`src/rtl/spi_ram_pkg.sv`:
```
// rtl/spi_ram_pkg.sv - shared frame geometry, FSM encoding and byte swap for the SPI RAM link
package spi_ram_pkg;

  localparam int WORD_WIDTH  = 16;
  localparam int WORD_COUNT  = 64 * 96;
  localparam int WORD_ADDR_W = $clog2(WORD_COUNT);

  typedef enum logic [2:0] {
    IDLE,
    FETCH,
    LOAD,
    SHIFT,
    HOLD,
    GAP
  } state_t;

  // Low byte goes on the wire first; the slave applies the same swap on receive.
  function automatic logic [WORD_WIDTH-1:0] byte_swap(input logic [WORD_WIDTH-1:0] w);
    return {w[7:0], w[15:8]};
  endfunction

endpackage

```
`src/rtl/spi_sck_div.sv`:
```
// rtl/spi_sck_div.sv - sck half-period divider with enable, clear and edge tick outputs
module spi_sck_div #(
  parameter int unsigned CLK_DIV = 4
) (
  input  logic clk,
  input  logic rst,
  input  logic en_i,
  input  logic clr_i,
  output logic sck_o,
  output logic rise_tick_o,
  output logic fall_tick_o
);

  localparam logic [7:0] RELOAD = 8'(CLK_DIV - 1);

  logic [7:0] cnt_q, cnt_d;
  logic       sck_q, sck_d;
  logic       tick;

  assign tick = en_i && (cnt_q == 8'd0);

  always_comb begin
    cnt_d = cnt_q;
    sck_d = sck_q;
    if (clr_i) begin
      cnt_d = RELOAD;
      sck_d = 1'b0;
    end else if (en_i) begin
      if (tick) begin
        cnt_d = RELOAD;
        sck_d = ~sck_q;
      end else begin
        cnt_d = cnt_q - 8'd1;
      end
    end
  end

  always_ff @(posedge clk) begin
    if (rst) begin
      cnt_q <= RELOAD;
      sck_q <= 1'b0;
    end else begin
      cnt_q <= cnt_d;
      sck_q <= sck_d;
    end
  end

  assign sck_o       = sck_q;
  assign rise_tick_o = tick & ~sck_q;
  assign fall_tick_o = tick & sck_q;

endmodule

```
`src/rtl/spi_ram_master.sv`:
```
// rtl/spi_ram_master.sv - SPI mode-0 transmit master streaming a RAM frame of 16-bit words
// Optional SPI_RAM_MASTER_PREFETCH_EN reads the next word during the current one for a uniform sck.
module spi_ram_master
  import spi_ram_pkg::*;
#(
  parameter int unsigned CLK_DIV = 4,
  parameter int unsigned CS_GAP  = 4,
  parameter int unsigned WORDS   = WORD_COUNT
) (
  input  logic                   clk,
  input  logic                   rst,
  input  logic                   start,
  output logic                   busy,
  output logic                   done,
  output logic [WORD_ADDR_W-1:0] ram_addr,
  output logic                   ram_rd,
  input  logic [WORD_WIDTH-1:0]  ram_data,
  output logic                   sck,
  output logic                   cs,
  output logic                   mosi
);

  localparam logic [WORD_ADDR_W-1:0] LAST      = WORD_ADDR_W'(WORDS - 1);
  localparam logic [15:0]            HOLD_LOAD = 16'(CLK_DIV - 1);
  localparam logic [15:0]            GAP_LOAD  = 16'(CS_GAP - 1);

  state_t                 state_q, state_d;
  logic [WORD_ADDR_W-1:0] addr_q, addr_d;
  logic [WORD_WIDTH-1:0]  shift_q, shift_d;
  logic [3:0]             bit_q, bit_d;
  logic [15:0]            cnt_q, cnt_d;
  logic                   cs_q, cs_d;
  logic                   done_q, done_d;
  logic                   rise_tick, fall_tick;

`ifdef SPI_RAM_MASTER_PREFETCH_EN
  logic                  pf_rd_q, pf_rd_d;
  logic                  pf_cap_q, pf_cap_d;
  logic [WORD_WIDTH-1:0] hold_q, hold_d;
`else
  logic unused_rise;
  assign unused_rise = rise_tick;
`endif

  spi_sck_div #(.CLK_DIV(CLK_DIV)) u_div (
    .clk         (clk),
    .rst         (rst),
    .en_i        (state_q == SHIFT),
    .clr_i       (state_q != SHIFT),
    .sck_o       (sck),
    .rise_tick_o (rise_tick),
    .fall_tick_o (fall_tick)
  );

  always_comb begin
    state_d = state_q;
    addr_d  = addr_q;
    shift_d = shift_q;
    bit_d   = bit_q;
    cnt_d   = cnt_q;
    cs_d    = cs_q;
    done_d  = 1'b0;
`ifdef SPI_RAM_MASTER_PREFETCH_EN
    pf_rd_d  = 1'b0;
    pf_cap_d = pf_rd_q;
    hold_d   = pf_cap_q ? ram_data : hold_q;
`endif
    unique case (state_q)
      IDLE: begin
        if (start) begin
          state_d = FETCH;
          addr_d  = '0;
        end
      end
      FETCH: state_d = LOAD;
      LOAD: begin
        shift_d = byte_swap(ram_data);
        bit_d   = 4'd15;
        cs_d    = 1'b0;
        state_d = SHIFT;
      end
      SHIFT: begin
`ifdef SPI_RAM_MASTER_PREFETCH_EN
        if (rise_tick && (bit_q == 4'd15) && (addr_q != LAST)) pf_rd_d = 1'b1;
`endif
        // Data only moves on the falling edge; the slave samples on the rising one.
        if (fall_tick) begin
          if (bit_q != 4'd0) begin
            shift_d = {shift_q[14:0], 1'b0};
            bit_d   = bit_q - 4'd1;
          end else if (addr_q == LAST) begin
            state_d = HOLD;
            cnt_d   = HOLD_LOAD;
          end else begin
            addr_d = addr_q + WORD_ADDR_W'(1);
`ifdef SPI_RAM_MASTER_PREFETCH_EN
            shift_d = byte_swap(hold_q);
            bit_d   = 4'd15;
`else
            state_d = FETCH;
`endif
          end
        end
      end
      HOLD: begin
        if (cnt_q == 16'd0) begin
          cs_d    = 1'b1;
          cnt_d   = GAP_LOAD;
          shift_d = '0;
          state_d = GAP;
        end else begin
          cnt_d = cnt_q - 16'd1;
        end
      end
      GAP: begin
        if (cnt_q == 16'd0) begin
          done_d  = 1'b1;
          state_d = IDLE;
        end else begin
          cnt_d = cnt_q - 16'd1;
        end
      end
      default: state_d = IDLE;
    endcase
  end

  always_ff @(posedge clk) begin
    if (rst) begin
      state_q  <= IDLE;
      addr_q   <= '0;
      shift_q  <= '0;
      bit_q    <= '0;
      cnt_q    <= '0;
      cs_q     <= 1'b1;
      done_q   <= 1'b0;
`ifdef SPI_RAM_MASTER_PREFETCH_EN
      pf_rd_q  <= 1'b0;
      pf_cap_q <= 1'b0;
      hold_q   <= '0;
`endif
    end else begin
      state_q  <= state_d;
      addr_q   <= addr_d;
      shift_q  <= shift_d;
      bit_q    <= bit_d;
      cnt_q    <= cnt_d;
      cs_q     <= cs_d;
      done_q   <= done_d;
`ifdef SPI_RAM_MASTER_PREFETCH_EN
      pf_rd_q  <= pf_rd_d;
      pf_cap_q <= pf_cap_d;
      hold_q   <= hold_d;
`endif
    end
  end

`ifdef SPI_RAM_MASTER_PREFETCH_EN
  assign ram_rd   = (state_q == FETCH) | pf_rd_q;
  assign ram_addr = pf_rd_q ? (addr_q + WORD_ADDR_W'(1)) : addr_q;
`else
  assign ram_rd   = (state_q == FETCH);
  assign ram_addr = addr_q;
`endif

  assign busy = (state_q != IDLE);
  assign done = done_q;
  assign cs   = cs_q;
  assign mosi = shift_q[15];

endmodule

```
`config.mk`:
```
export PLATFORM = sky130hd
export DESIGN_NAME = spi_ram_master
export DESIGN_NICKNAME = d
export VERILOG_FILES = /design/src/rtl/spi_ram_pkg.sv /design/src/rtl/spi_sck_div.sv /design/src/rtl/spi_ram_master.sv
export SDC_FILE = /design/constraint.sdc
export NUM_CORES = 1
export LEC_CHECK = 0
export CAP_MARGIN = 10
export CORE_MARGIN = 5
export CORE_UTILIZATION = 33
export DETAILED_ROUTE_END_ITERATION = 7
export PLACE_DENSITY_LB_ADDON = 0.2
export SETUP_SLACK_MARGIN = 0.05
export SLEW_MARGIN = 20
export SYNTH_ARGS = -nofsm -noshare
export SYNTH_HDL_FRONTEND = slang
export SYNTH_SLANG_ARGS = --single-unit
```
`constraint.sdc`:
```
create_clock -name clk -period 3.65 [get_ports clk]
set_input_delay 0.73 -clock clk [delete_from_list [all_inputs] [get_ports clk]]
set_output_delay 0.73 -clock clk [all_outputs]
set_load 0.05 [all_outputs]
```
======== Word level (Yosys, flattened, before mapping) ========
Cells that the tools add are included.
word-level totals
  output and inout port bits .............. 19
  word-level logic and storage cells ...... 81
  register bits ........................... 63
cells by class
  reduce and logical (&&, ||, !) cells .... 20
  equality and inequality tests ........... 16
  muxes and demuxes ....................... 29
  bitwise gates (word level) .............. 3
  $add $sub $neg .......................... 4
operators with widths
  operator                                                                count
  16-bit 2-to-1 mux                                                       8
  16-bit one-hot mux with 3 select lines                                  2
  13-bit 2-to-1 mux                                                       4
  13-bit one-hot mux with 2 select lines                                  1
  3-bit 2-to-1 mux                                                        6
  2-bit inequality test (second input constant)                           9
  3-bit one-hot mux with 6 select lines                                   1
  16-bit zero test                                                        1
  16-bit by 1-bit subtractor with 16-bit output (second input constant)   1
  5-bit AND reduction                                                     3
  13-bit by 1-bit adder with 13-bit output (second input constant)        1
  13-bit equality test (second input constant)                            1
  3-bit nonzero test                                                      3
  8-bit zero test                                                         1
  4-bit 2-to-1 mux                                                        2
  8-bit 2-to-1 mux                                                        1
  4-bit one-hot mux with 2 select lines                                   1
  8-bit by 1-bit subtractor with 8-bit output (second input constant)     1
  3-bit by 2-bit equality test with 1-bit output (second input constant)  2
  3-bit equality test (second input constant)                             2
  2-bit nonzero test                                                      3
  2-bit AND reduction                                                     2
  4-bit AND reduction                                                     1
  4-bit nonzero test                                                      1
  11 further kinds                                                        14

======== Logic depth before layout (Yosys ltp) ========
  depth in word-level cells ............... 5
  gate-level depth with buffers ........... 9
  mapped depth without buffers ............ 7

======== By module ========
From an unflattened synthesis, not the netlist that was laid out.
unflattened totals
  cell total of the unflattened synthesis .. 379
  area total of the unflattened synthesis .. 3,196.8 sq um
by module, submodules not included
  module          seq. area each (sq um)  times used  cells an instance  area each (sq um)
  spi_ram_master  1,081.0                 1           326                2,718.9
  spi_sck_div     180.2                   1           53                 478.0

======== Least setup slack after synthesis ========
OpenSTA, ideal clock, no wires.
  path type ............................... reg-to-reg
  from .................................... register addr_q[0] (netlist: ram_addr[0])
  to ...................................... register cnt_q[12]
  cell stages (with the launch flop) ...... 9
  required time ........................... 3.580 ns
  setup time .............................. 0.070 ns
  period minus slack after synthesis ...... 2.664 ns
  arrival ................................. 2.593 ns
  setup slack ............................. 0.986 ns
  cell sequence ........................... dfxtp_1 ha_1 nand3_2 or4_1 buf_2 o211a_2 buf_6 or4_1 a21oi_1
between the ends
  word-level cells in the longest chain between the ends .. 3
RTL lines
  element                          line                   RTL
  start, declared                  spi_ram_master.sv:28   logic [WORD_ADDR_W-1:0] addr_q, addr_d;
  start signal, assigned           spi_ram_master.sv:143  addr_q <= addr_d;
  13-bit equality test             spi_ram_master.sv:91   end else if (addr_q == LAST) begin
  2-bit inequality test (no line)  --
  5-bit AND reduction (no line)    --
  end signal, assigned             spi_ram_master.sv:146  cnt_q <= cnt_d;
  end, declared                    spi_ram_master.sv:31   logic [15:0] cnt_q, cnt_d;
No other way between the ends.
A chain may end at the register's enable or synchronous reset.

======== Worst setup path in the final report ========
  from .................................... register state_q[0]
  to ...................................... output port ram_rd
between the ends
  word-level cells in the longest chain between the ends .. 1
RTL lines
  element                                         line                   RTL
  start, declared                                 spi_ram_master.sv:27   state_t state_q, state_d;
  start signal, assigned                          spi_ram_master.sv:142  state_q <= state_d;
  3-bit by 1-bit equality test with 1-bit output  spi_ram_master.sv:161  assign ram_rd = (state_q == FETCH);
  end, declared                                   spi_ram_master.sv:16   output logic ram_rd,
No other way between the ends.

==> impl_metrics.json <==
{
  "status": "finished, final reports clean",
  "required_ns": 2.92,
  "p_leak_uw": 0.00136,
  "worst_setup_path_start_kind": "flop",
  "grtUsageTotal": 0.140,
  "arrival_ns": 2.07,
  "placed_area_sq_um": 3620,
  "fmax_mhz": 357,
  "synth_area_sq_um": 3140,
  "grt_pass1_wl_microns": 13300,
  "ys_seq_elements": 63,
  "max_stage_delay_ns": 0.86,
  "setup_viol": 0,
  "fin_crit_sh": 0.768,
  "postSynthCellCount": 370,
  "cp_slowest_cell": "clkdlybuf4s50_1",
  "syn2layout_area_growth_pct": 22.0,
  "design_area_sq_um": 3830,
  "overflow": 0,
  "max_slew_margin": 0.509,
  "clk_pin_slew_ns": 0.07,
  "synth_edf_count": 0,
  "whs_ns": 0.390,
  "die_area_sq_um": 11600,
  "dr_total_vias": 2932,
  "grt_antenna_before_repair": 0,
  "p_per_area_nw_per_um2": 434,
  "final.min_clock_period_ns": 2.80,
  "clockBufferDepth": 2,
  "cap_violations": 0,
  "cp_num_buf_inv": 1,
  "postCtsSetupBuffers": 0,
  "cts_resized": 0,
  "cp-end-kind": "output pin",
  "first_global_vias": 2738,
  "layout_commonest_cell": "dfxtp_1",
  "tritoncts": "built",
  "drt_iter0_markers": 66,
  "cp_cell_sequence": "nor3b_1 > clkdlybuf4s50_1",
  "worst_pin_slew_ns": 0.736,
  "synth.avg_cell_area_sq_um": 8.49,
  "hold_class": "flop to flop",
  "wl_per_cell_microns": 14.6,
  "ir_drop_v": 0.000245,
  "async_flop_share": 0,
  "die_h_microns": 108,
  "setup_tns_ns": 0,
  "io_pins": 38,
  "vias_per_cell": 5.49,
  "holdBufCountCts": 0,
  "die-width_microns": 108,
  "drtAntennaViolNets": 0,
  "antenna_cells": 0,
  "initial_core_util": 0.340,
  "criticalPathCategory": "flop to output pin",
  "final_cell_mix": "dfxtp_1, clkdlybuf4s50_1, a21oi_1",
  "dr.pass1.iters": 4,
  "drive_above_1_share": 0.0790,
  "grt_max_degree": 31,
  "clk_latency_ns": 0.34,
  "crit_fanout": 13,
  "htree_num_levels": 3,
  "cts_num_sinks": 63,
  "port_buffers": 37,
  "slew_viol_final": 0,
  "cts_root_buf": "clkbuf_8",
  "yosysSeqAreaShare": 0.401,
  "core_area_sq_um": 9240,
  "synthDistinctLibCells": 51,
  "routabilityCongestion": 0.746,
  "totalWireLength_microns": 7810,
  "hpwl_microns": 5260,
  "cts-buffers-inserted": 9,
  "ys.flop_type": "dfxtp_1",
  "postSynthNetCount": 394,
  "post-route-drc-count": 0,
  "critPathTopFamily": "buffers and inverters",
  "ys.warnings.count": 0,
  "hold_viol": 0,
  "final.setup_skew_ns": 0.00433,
  "num_rows": 35,
  "nets": 424,
  "rsz0062_at_grt": "no"
}
## layout make-up
cell class                      count  area (sq um)
Clock inverter                      3          40.0
Fill cell                         956          5410
Tap cell                          129           161
Clock buffer                       13           169
Sequential cell                    63          1260
Timing Repair Buffer               46           438
Inverter                            9          33.8
Multi-Input combinational cell    271          1730
## path summary, 6_finish.rpt
check                              startpoint                           to  slack, ns  cells past startpoint
setup / recovery      state_q[0]$_SDFFE_PP0P_                       ram_rd       0.85                      2
hold / removal    u_div.cnt_q[0]$_SDFFE_PP1N_  u_div.cnt_q[0]$_SDFFE_PP1N_       0.39                      1
setup reg to reg  u_div.cnt_q[2]$_SDFFE_PP0N_     ram_addr[8]$_SDFFE_PP0P_       1.15                      6
hold reg to reg   u_div.cnt_q[0]$_SDFFE_PP1N_  u_div.cnt_q[0]$_SDFFE_PP1N_       0.39                      1
## cells by family (layout without fill, tap and decap cells)
family                   after synthesis  in the layout  synth area share
buffers and inverters                 36             71            0.0478
AND/OR/NAND/NOR                      149            149             0.280
adder cells (fa/ha/maj)                5              5            0.0199
flip-flops                            63             63             0.401
XOR/XNOR                               6              6            0.0167
AO/OA/AOI/OAI                        111            111             0.234
## report_power, final
part	total, uW	internal, uW	switching, uW	leakage [uW]
logic	265	109	156	0.000745
clock network	637	370	268	0.000109
registers	761	727	33.5	0.000511
## Yosys cell counts (2+ instances only)
library cell	number	area, sq um
dfxtp_1	63	1260
a21oi_1	32	160
nor3_1	30	150
clkbuf_1	19	71.3
or4_1	19	143
nand2_1	17	63.8
a211oi_1	16	120
a22oi_1	16	120
nor2_1	15	56.3
o31ai_1	13	97.6
or3_1	13	81.3
o21ai_0	11	55.1
nand3_1	10	50.1
inv_1	9	33.8
buf_2	5	25.0
ha_1	5	62.6
nand2b_1	5	31.3
nand4_1	5	31.3
nor3b_1	5	37.5
nor4_1	5	31.3
o211ai_1	5	37.5
a21o_1	4	30.0
and4_1	4	35.0
nand4b_1	4	35.0
xnor2_1	4	35.0
and2_1	3	18.8
a221oi_1	2	17.5
a311oi_1	2	17.5
and3_1	2	12.5
nand3b_1	2	15.0
nor2b_1	2	12.5
o41ai_1	2	17.5
or4b_2	2	20.0
xor2_1	2	17.5
## flip-flops by register name, indices dropped and copies added, names as in the netlist
signal / flops
cs: 1
shift_q: 16
ram_addr: 13
u_div.sck_o: 1
done: 1
cnt_q: 16
state_q: 3
bit_q: 4
u_div.cnt_q: 8
## routing by layer
| layer | up-vias | track usage | part of all wire |
|---|---|---|---|
| met4 | 0 | 0.0325 | 0.0085 |
| met1 | 1379 | 0.190 | 0.49 |
| met3 | 6 | 0.0468 | 0.044 |
| met2 | 57 | 0.215 | 0.46 |
| met5 | - | 0 | 0 |
| li1 | 1490 | - | - |
## worst reg2reg max path, stage by stage, from the launching register on
cell	delay, ns
dfxtp_1	0.36
nor4_1	0.59
and4_1	0.39
o211ai_1	0.25
buf_4	0.29
or4_1	0.41
a21oi_1	0.15
## metrics by stage
| stage | util | power (uW) | std cells | worst slack [ns] |
|---|---|---|---|---|
| floorplan | - | 956 | 370 | 0.986 |
| global placement | 0.392 | 1040 | 518 | 1.18 |
| detailed placement | 0.392 | 1040 | 518 | 1.11 |
| CTS | 0.415 | 1690 | 534 | 0.823 |
| global route | 0.415 | 1760 | 534 | 0.720 |
| finish | 0.415 | 1660 | 534 | 0.848 |
Note: power is estimated with default switching activity, not from simulation.
